## config.mk

```make
export PLATFORM = sky130hd
export DESIGN_NAME = simd_seq_ctrl_flat
export DESIGN_NICKNAME = d
export VERILOG_FILES = /design/src/rtl/simd_seq_if.sv /design/src/rtl/simd_seq_ctrl.sv /design/src/flat_wrapper.sv
export SDC_FILE = /design/constraint.sdc
export NUM_CORES = 1
export LEC_CHECK = 0
export CAP_MARGIN = 20
export CORE_ASPECT_RATIO = 0.75
export CORE_MARGIN = 2
export CORE_UTILIZATION = 43
export CTS_BUF_LIST = sky130_fd_sc_hd__clkbuf_4
export DETAILED_ROUTE_END_ITERATION = 7
export GPL_TIMING_DRIVEN = 0
export PLACE_DENSITY = 0.81
export SETUP_SLACK_MARGIN = 0.15
export SYNTH_ARGS = -nofsm -noshare
export SYNTH_HDL_FRONTEND = slang
export SYNTH_SLANG_ARGS = --single-unit
export TNS_END_PERCENT = 50
```

## constraint.sdc

```tcl
create_clock -name CLK -period 1.82 [get_ports CLK]
set_input_delay 0.546 -clock CLK [delete_from_list [all_inputs] [get_ports CLK]]
set_output_delay 0.546 -clock CLK [all_outputs]
set_load 0.02 [all_outputs]
```

## src/rtl/simd_seq_if.sv

```systemverilog
// Handshake bundle between the SIMD program sequencer, instruction ROM and datapath.
// PERF_CYC/PERF_STALL exist only when SIMD_SEQ_PERF_EN is defined.
interface simd_seq_if #(
  parameter int N    = 16,
  parameter int LogN = $clog2(N),
  parameter int PC_W = 8
);
  logic            START;
  logic [PC_W-1:0] PC_INS;
  logic [31:0]     INSTRDATA;
  logic            DP_READY;
  logic [LogN-1:0] SEQ_IDX;
  logic            LOAD_B;
  logic            LOAD_A;
  logic            MAC_EN;
  logic            MAC_CLR;
  logic            WRITE_MAT;
  logic            BUSY;
  logic            DONE;
  logic            ERR;
`ifdef SIMD_SEQ_PERF_EN
  logic [31:0]     PERF_CYC;
  logic [15:0]     PERF_STALL;
`endif

  modport master (
    input  START, INSTRDATA, DP_READY,
    output PC_INS, SEQ_IDX, LOAD_B, LOAD_A, MAC_EN, MAC_CLR, WRITE_MAT,
    output BUSY, DONE, ERR
`ifdef SIMD_SEQ_PERF_EN
    , output PERF_CYC, PERF_STALL
`endif
  );

  modport slave (
    output START, INSTRDATA, DP_READY,
    input  PC_INS, SEQ_IDX, LOAD_B, LOAD_A, MAC_EN, MAC_CLR, WRITE_MAT,
    input  BUSY, DONE, ERR
`ifdef SIMD_SEQ_PERF_EN
    , input PERF_CYC, PERF_STALL
`endif
  );
endinterface

```

## src/rtl/simd_seq_ctrl.sv

```systemverilog
// Program sequencer for the SIMD matrix engine: fetch/decode/execute of N-beat ops.
// Optional busy/stall performance counters are enabled by defining SIMD_SEQ_PERF_EN.
module simd_seq_ctrl #(
  parameter int N    = 16,
  parameter int LogN = $clog2(N),
  parameter int PC_W = 8
) (
  input  logic        CLK,
  input  logic        RSTN,
  simd_seq_if.master  bus
);
  localparam logic [2:0] S_IDLE   = 3'd0;
  localparam logic [2:0] S_FETCH  = 3'd1;
  localparam logic [2:0] S_DECODE = 3'd2;
  localparam logic [2:0] S_EXEC   = 3'd3;
  localparam logic [2:0] S_HALT   = 3'd4;
  localparam logic [2:0] S_ERRS   = 3'd5;

  localparam logic [7:0] OPC_LOADB  = 8'h09;
  localparam logic [7:0] OPC_LOADA  = 8'h0A;
  localparam logic [7:0] OPC_MATMUL = 8'h03;
  localparam logic [7:0] OPC_WB     = 8'h04;
  localparam logic [7:0] OPC_END    = 8'h80;

  localparam logic [1:0] OP_LB = 2'd0;
  localparam logic [1:0] OP_LA = 2'd1;
  localparam logic [1:0] OP_MM = 2'd2;
  localparam logic [1:0] OP_WB = 2'd3;

  logic [2:0]      state;
  logic [1:0]      op;
  logic [PC_W-1:0] pc;
  logic [LogN-1:0] idx;
  logic            done_q;
  logic            err_q;
  logic            exec;
  logic            start_acc;
  logic            last_beat;
  logic            unused_instr_hi;

  assign exec      = (state == S_EXEC);
  assign start_acc = bus.START && (state == S_IDLE || state == S_HALT || state == S_ERRS);
  assign last_beat = (idx == LogN'(N - 1));
  // Upper instruction bits carry operands for the datapath, not the sequencer.
  assign unused_instr_hi = ^bus.INSTRDATA[31:8];

  always_ff @(posedge CLK or posedge RSTN) begin
    if (RSTN) begin
      state  <= S_IDLE;
      op     <= OP_LB;
      pc     <= '0;
      idx    <= '0;
      done_q <= 1'b0;
      err_q  <= 1'b0;
    end else begin
      done_q <= 1'b0;
      case (state)
        S_IDLE, S_HALT, S_ERRS: begin
          if (bus.START) begin
            state <= S_FETCH;
            pc    <= '0;
            if (state == S_ERRS) err_q <= 1'b0;
          end
        end
        S_FETCH: state <= S_DECODE;
        S_DECODE: begin
          idx <= '0;
          case (bus.INSTRDATA[7:0])
            OPC_LOADB:  begin op <= OP_LB; state <= S_EXEC; end
            OPC_LOADA:  begin op <= OP_LA; state <= S_EXEC; end
            OPC_MATMUL: begin op <= OP_MM; state <= S_EXEC; end
            OPC_WB:     begin op <= OP_WB; state <= S_EXEC; end
            OPC_END:    begin done_q <= 1'b1; state <= S_HALT; end
            default:    begin err_q <= 1'b1; state <= S_ERRS; end
          endcase
        end
        S_EXEC: begin
          if (bus.DP_READY) begin
            if (last_beat) begin
              idx <= '0;
              // The last program word cannot fall through to address 0.
              if (pc == {PC_W{1'b1}}) begin
                err_q <= 1'b1;
                state <= S_ERRS;
              end else begin
                pc    <= pc + 1'b1;
                state <= S_FETCH;
              end
            end else begin
              idx <= idx + 1'b1;
            end
          end
        end
        default: state <= S_IDLE;
      endcase
    end
  end

  assign bus.PC_INS    = pc;
  assign bus.SEQ_IDX   = idx;
  assign bus.LOAD_B    = exec && (op == OP_LB) && bus.DP_READY;
  assign bus.LOAD_A    = exec && (op == OP_LA) && bus.DP_READY;
  assign bus.MAC_EN    = exec && (op == OP_MM) && bus.DP_READY;
  assign bus.MAC_CLR   = bus.MAC_EN && (idx == '0);
  assign bus.WRITE_MAT = exec && (op == OP_WB) && bus.DP_READY;
  assign bus.BUSY      = (state == S_FETCH) || (state == S_DECODE) || exec;
  assign bus.DONE      = done_q;
  assign bus.ERR       = err_q;

`ifdef SIMD_SEQ_PERF_EN
  logic [31:0] perf_cyc;
  logic [15:0] perf_stall;

  function automatic logic [31:0] sat_inc32(input logic [31:0] v);
    return (v == 32'hFFFF_FFFF) ? v : v + 32'd1;
  endfunction

  function automatic logic [15:0] sat_inc16(input logic [15:0] v);
    return (v == 16'hFFFF) ? v : v + 16'd1;
  endfunction

  // Counters only move while BUSY, so they freeze in HALT/ERRS by construction.
  always_ff @(posedge CLK or posedge RSTN) begin
    if (RSTN) begin
      perf_cyc   <= '0;
      perf_stall <= '0;
    end else if (start_acc) begin
      perf_cyc   <= '0;
      perf_stall <= '0;
    end else begin
      if (bus.BUSY) perf_cyc <= sat_inc32(perf_cyc);
      if (exec && !bus.DP_READY) perf_stall <= sat_inc16(perf_stall);
    end
  end

  assign bus.PERF_CYC   = perf_cyc;
  assign bus.PERF_STALL = perf_stall;
`endif
endmodule

```

## src/flat_wrapper.sv

```systemverilog
// flat-port wrapper written by rule: the top's interface ports become plain ports
module simd_seq_ctrl_flat 
#(
  parameter int N    = 16,
  parameter int LogN = $clog2(N),
  parameter int PC_W = 8
)
  (CLK, RSTN, bus_START, bus_INSTRDATA, bus_DP_READY, bus_PC_INS, bus_SEQ_IDX, bus_LOAD_B, bus_LOAD_A, bus_MAC_EN, bus_MAC_CLR, bus_WRITE_MAT, bus_BUSY, bus_DONE, bus_ERR);
  simd_seq_if #(.N(N), .LogN(LogN), .PC_W(PC_W)) bus_i ();
  input  logic CLK;
  input  logic RSTN;
  input wire logic [$bits(bus_i.START)-1:0] bus_START;
  input wire logic [$bits(bus_i.INSTRDATA)-1:0] bus_INSTRDATA;
  input wire logic [$bits(bus_i.DP_READY)-1:0] bus_DP_READY;
  output wire logic [$bits(bus_i.PC_INS)-1:0] bus_PC_INS;
  output wire logic [$bits(bus_i.SEQ_IDX)-1:0] bus_SEQ_IDX;
  output wire logic [$bits(bus_i.LOAD_B)-1:0] bus_LOAD_B;
  output wire logic [$bits(bus_i.LOAD_A)-1:0] bus_LOAD_A;
  output wire logic [$bits(bus_i.MAC_EN)-1:0] bus_MAC_EN;
  output wire logic [$bits(bus_i.MAC_CLR)-1:0] bus_MAC_CLR;
  output wire logic [$bits(bus_i.WRITE_MAT)-1:0] bus_WRITE_MAT;
  output wire logic [$bits(bus_i.BUSY)-1:0] bus_BUSY;
  output wire logic [$bits(bus_i.DONE)-1:0] bus_DONE;
  output wire logic [$bits(bus_i.ERR)-1:0] bus_ERR;
  assign bus_i.START = bus_START;
  assign bus_i.INSTRDATA = bus_INSTRDATA;
  assign bus_i.DP_READY = bus_DP_READY;
  assign bus_PC_INS = bus_i.PC_INS;
  assign bus_SEQ_IDX = bus_i.SEQ_IDX;
  assign bus_LOAD_B = bus_i.LOAD_B;
  assign bus_LOAD_A = bus_i.LOAD_A;
  assign bus_MAC_EN = bus_i.MAC_EN;
  assign bus_MAC_CLR = bus_i.MAC_CLR;
  assign bus_WRITE_MAT = bus_i.WRITE_MAT;
  assign bus_BUSY = bus_i.BUSY;
  assign bus_DONE = bus_i.DONE;
  assign bus_ERR = bus_i.ERR;
  simd_seq_ctrl #(.N(N), .LogN(LogN), .PC_W(PC_W)) u_core (.CLK(CLK), .RSTN(RSTN), .bus(bus_i));
endmodule
```

==> summary.md <==
* **critical path data required time** 1270 ps
* **leakage power of the design** 0.0009156 uW
* **iteration count of the initial detailed-routing pass** 5
* **final standard cell utilization of the core** 71.45%
* **Routed wire per std cell** 18.40 um
* **DRC viols** 0
* **Skew-Pair Late Insertion Delay** 320 ps
* **fraction of synthesized cell area taken by the top area cell type** 37.22%
* **data arrival time of the critical path** 1780 ps
* **status** finished with violations
* **routing usage on met2** 38.33%
* **hold path startpoint** u_core.bus.ERR$_DFFE_PP0P_
* **flop2flop setup slack** -220 ps
* **CTS H-tree lvls** 1
* **post-synthesis area per instance** 8.996 um2
* **kind of end point of the critical path** output pin
* **final setup margin** -501.9 ps
* **growth of design area from synthesis to finish** 61.80%
* **met3 GRT Util** 4.626%
* **highest net fanout along the worst path** 5
* **failing checks** negative setup slack
* **number of buffers added on ports** 31
* **number of buffers added by the clock tree synthesis step** 3
* **maximum number of pins on one net before global-route repair** 20
* **Hold/Removal Path Class** flop to flop
* **detailed-route via count** 1462
* **area of the placeable core** 2893 um2
* **GRT busiest layer** met2
* **hpwl dp** 2261 um
* **cell area after synthesis** 1277 um2
* **path type of the worst setup path** input pin to output pin
* **final standard cell area without fillers** 2067 um2
* **ANT nets after route** 0
* **worst reg2reg path endpoint** u_core.bus.PC_INS[5]$_DFFE_PP0P_
* **total count of hold-check failures in the final report** 0
* **clock-pin slew on the worst setup and hold paths** 100 ps
* **share of final-layout standard cells stronger than drive strength 1** 43.07%
* **Highest Clock Rate** 430.7 MHz
* **via count of the first global-routing pass** 1225
* **gate count of the mapped netlist** 142
* **Seq cells post-synth** 19
* **max-slew violation count** 0
* **DIE AREA** 3427 um2
* **max-cap violations** 0
* **Critical path destination** bus_MAC_CLR
* **detail-routed via count per cell** 6.092
* **cell at the root of the clock tree** clkbuf_4
* **actual transition at the worst max-transition pin** 771.2 ps
* **worst vdd ir** 0.7887 mV
* **initial core utilization** 44.16%
* **most frequently used flop master after synthesis** dfrtp_1
* **buffers from clock root to sink, at most** 2
* **number of sinks handled by clock tree synthesis** 19
* **first-pass GRT wire length** 5913 um
* **num rows** 17
* **overflow left after global routing** 0
* **Detailed Route WL** 4415 um
* **area after detailed placement** 1658 um2
* **max-slew headroom at the worst pin** 48.53%
* **overall global routing resource usage** 23.37%
* **count of inserted antenna diode cells** 0
* **Clock Skew** 14.98 ps
* **Synth area leader** dfrtp_1
* **nets@finish** 242
* **sequential-to-total area share from yosys stat** 37.22%
* **r2r worst-path depth** 11
* **biggest area contributors in the synthesized netlist** dfrtp_1 37%, nand2_1 4.1%, nor2_1 3.8%
* **die height** 51.21 um
* **EDFF count, synth** 0
* **post-layout min period** 2322 ps
* **Post-synth ARST share** 100.0%
* **Worst R2R Start** u_core.state[2]$_DFFE_PP0P_
* **RSZ-0062 raised after global routing** true
* **Yosys warning total** 0
* **element type at the critical path start** input pin
* **number of antenna violations at the first check in global routing** 0
* **global placer's final weighted congestion** 0.8789
* **Chip Width** 66.94 um
* **cts hold-fix bufs** 0
* **GR met1 Demand/Resource** 31.37%
* **launching element of the worst setup path** bus_DP_READY
* **Iter 0 DRT Violations** 113
* **synthesized net count** 181
* **Top-Level Pins** 56
* **share of the clock period used by the worst path** 127.6%
* **number of unique standard cell types used by synthesis** 48
* **ratio of total power to cell area** 1027 nW/um2
* **final number of setup-violating endpoints** 17
* **clock tree from TritonCTS** yes
* **worst slack at placement** -1214 ps
==> flip-flops by register name, summed over array words and instances, names as in the netlist <==
signal and count:
u_core.bus.ERR 1, u_core.bus.DONE 1, u_core.bus.SEQ_IDX 4, u_core.state 3
u_core.bus.PC_INS 8, u_core.op 2
==> Yosys cell counts (all sizes together), types with 2 or more instances <==
master,n
nand4b,2
nor2,14
and2,3
ha,3
nor3,10
nand4,4
buf,3
nor4,3
o21ai,6
o311ai,2
nor3b,4
nand2,14
a21oi,4
xor2,4
a31oi,4
inv,7
nor2b,3
nand3,6
and3,4
o31ai,3
dfrtp,19
==> critical path, stage by stage <==
cell and delay, ps:
dlygate4sd2_1 340, nand4b_1 210, buf_4 200, nor3b_4 170
and3_4 200, buf_6 110
==> final cells by class <==
cell class	instances	area (um2)
Inverter	7	26.28
Timing Repair Buffer	56	506.7
Tap cell	38	47.55
Clock buffer	3	22.52
Sequential cell	19	479.2
Clock inverter	1	5.005
Buffer	3	30.03
Fill cell	202	825.8
Multi-Input combinational cell	113	949.7
==> timing repair <==
| item | in CTS | in global routing |
|---|---|---|
| resized for setup | 92 | 40 |
| pin swaps | 14 | 13 |
| setup endpoints to repair | 34 | 30 |
| buffers inserted | 12 | 13 |
==> stage by stage <==
| stage | total power, uW | std cells | hold slack (ps) | TNS (ps) |
|---|---|---|---|---|
| final | 2122 | 240 | 521.5 | -3533 |
| after global routing | 2238 | 240 | 552.1 | -4525 |
| after CTS | 1800 | 227 | 531.4 | -1629 |
| after detailed placement | 1342 | 211 | 491.5 | -10820 |
| after global placement | 1317 | 211 | 491.5 | -10220 |
| after floorplan | 1089 | 142 | 497.1 | -266.5 |
==> layer usage <==
| layer | vias to the layer above | routed length (um) |
|---|---|---|
| met5 | - | 0 |
| met4 | 0 | 157 |
| met3 | 18 | 342 |
| met2 | 100 | 2135 |
| met1 | 688 | 1780 |
| li1 | 656 | - |
==> power by group <==
group          switching (uW)  leakage, uW  internal (uW)
Sequential               72.5     0.000245            482
Clock                     146    0.0000177           82.4
Combinational             689     0.000653            650
Total                     907     0.000916           1210
==> worst min-delay path by stage <==
stage,to,slack (ps),cells after the start
3_3_place_gp,u_core.bus.ERR$_DFFE_PP0P_,490,1
2_1_floorplan,u_core.bus.DONE$_DFF_PP0_,500,1
3_5_place_dp,u_core.bus.ERR$_DFFE_PP0P_,490,1
4_1_cts,u_core.bus.ERR$_DFFE_PP0P_,530,1
6_report,u_core.bus.ERR$_DFFE_PP0P_,520,1
5_1_grt,u_core.bus.ERR$_DFFE_PP0P_,550,1
==> placed cells by master (no fill, tap or decap), drive strengths merged, types with 6 or more instances in the layout <==
| cell type | Yosys | routed |
|---|---|---|
| dfrtp | 19 | 19 |
| clkdlybuf4s50 | 0 | 6 |
| buf | 3 | 34 |
| dlygate4sd2 | 0 | 7 |
| clkbuf | 0 | 8 |
| nand2 | 14 | 14 |
| inv | 7 | 7 |
| nand3 | 6 | 6 |
| o21ai | 6 | 6 |
| nor3 | 10 | 10 |
| nor2 | 14 | 14 |
| clkdlybuf4s15 | 0 | 7 |
==> cell families after synthesis <==
| kind of cell | Yosys count | synth area share, % |
|---|---|---|
| simple gates | 73 | 33.79 |
| compound gates | 30 | 17.53 |
| flops | 19 | 37.22 |
| buf+inv | 10 | 3.429 |
| xor+xnor | 5 | 3.428 |
| fa+ha+maj | 3 | 2.939 |
| mux | 2 | 1.665 |
No activity file was read; power rests on OpenSTA's default activity.
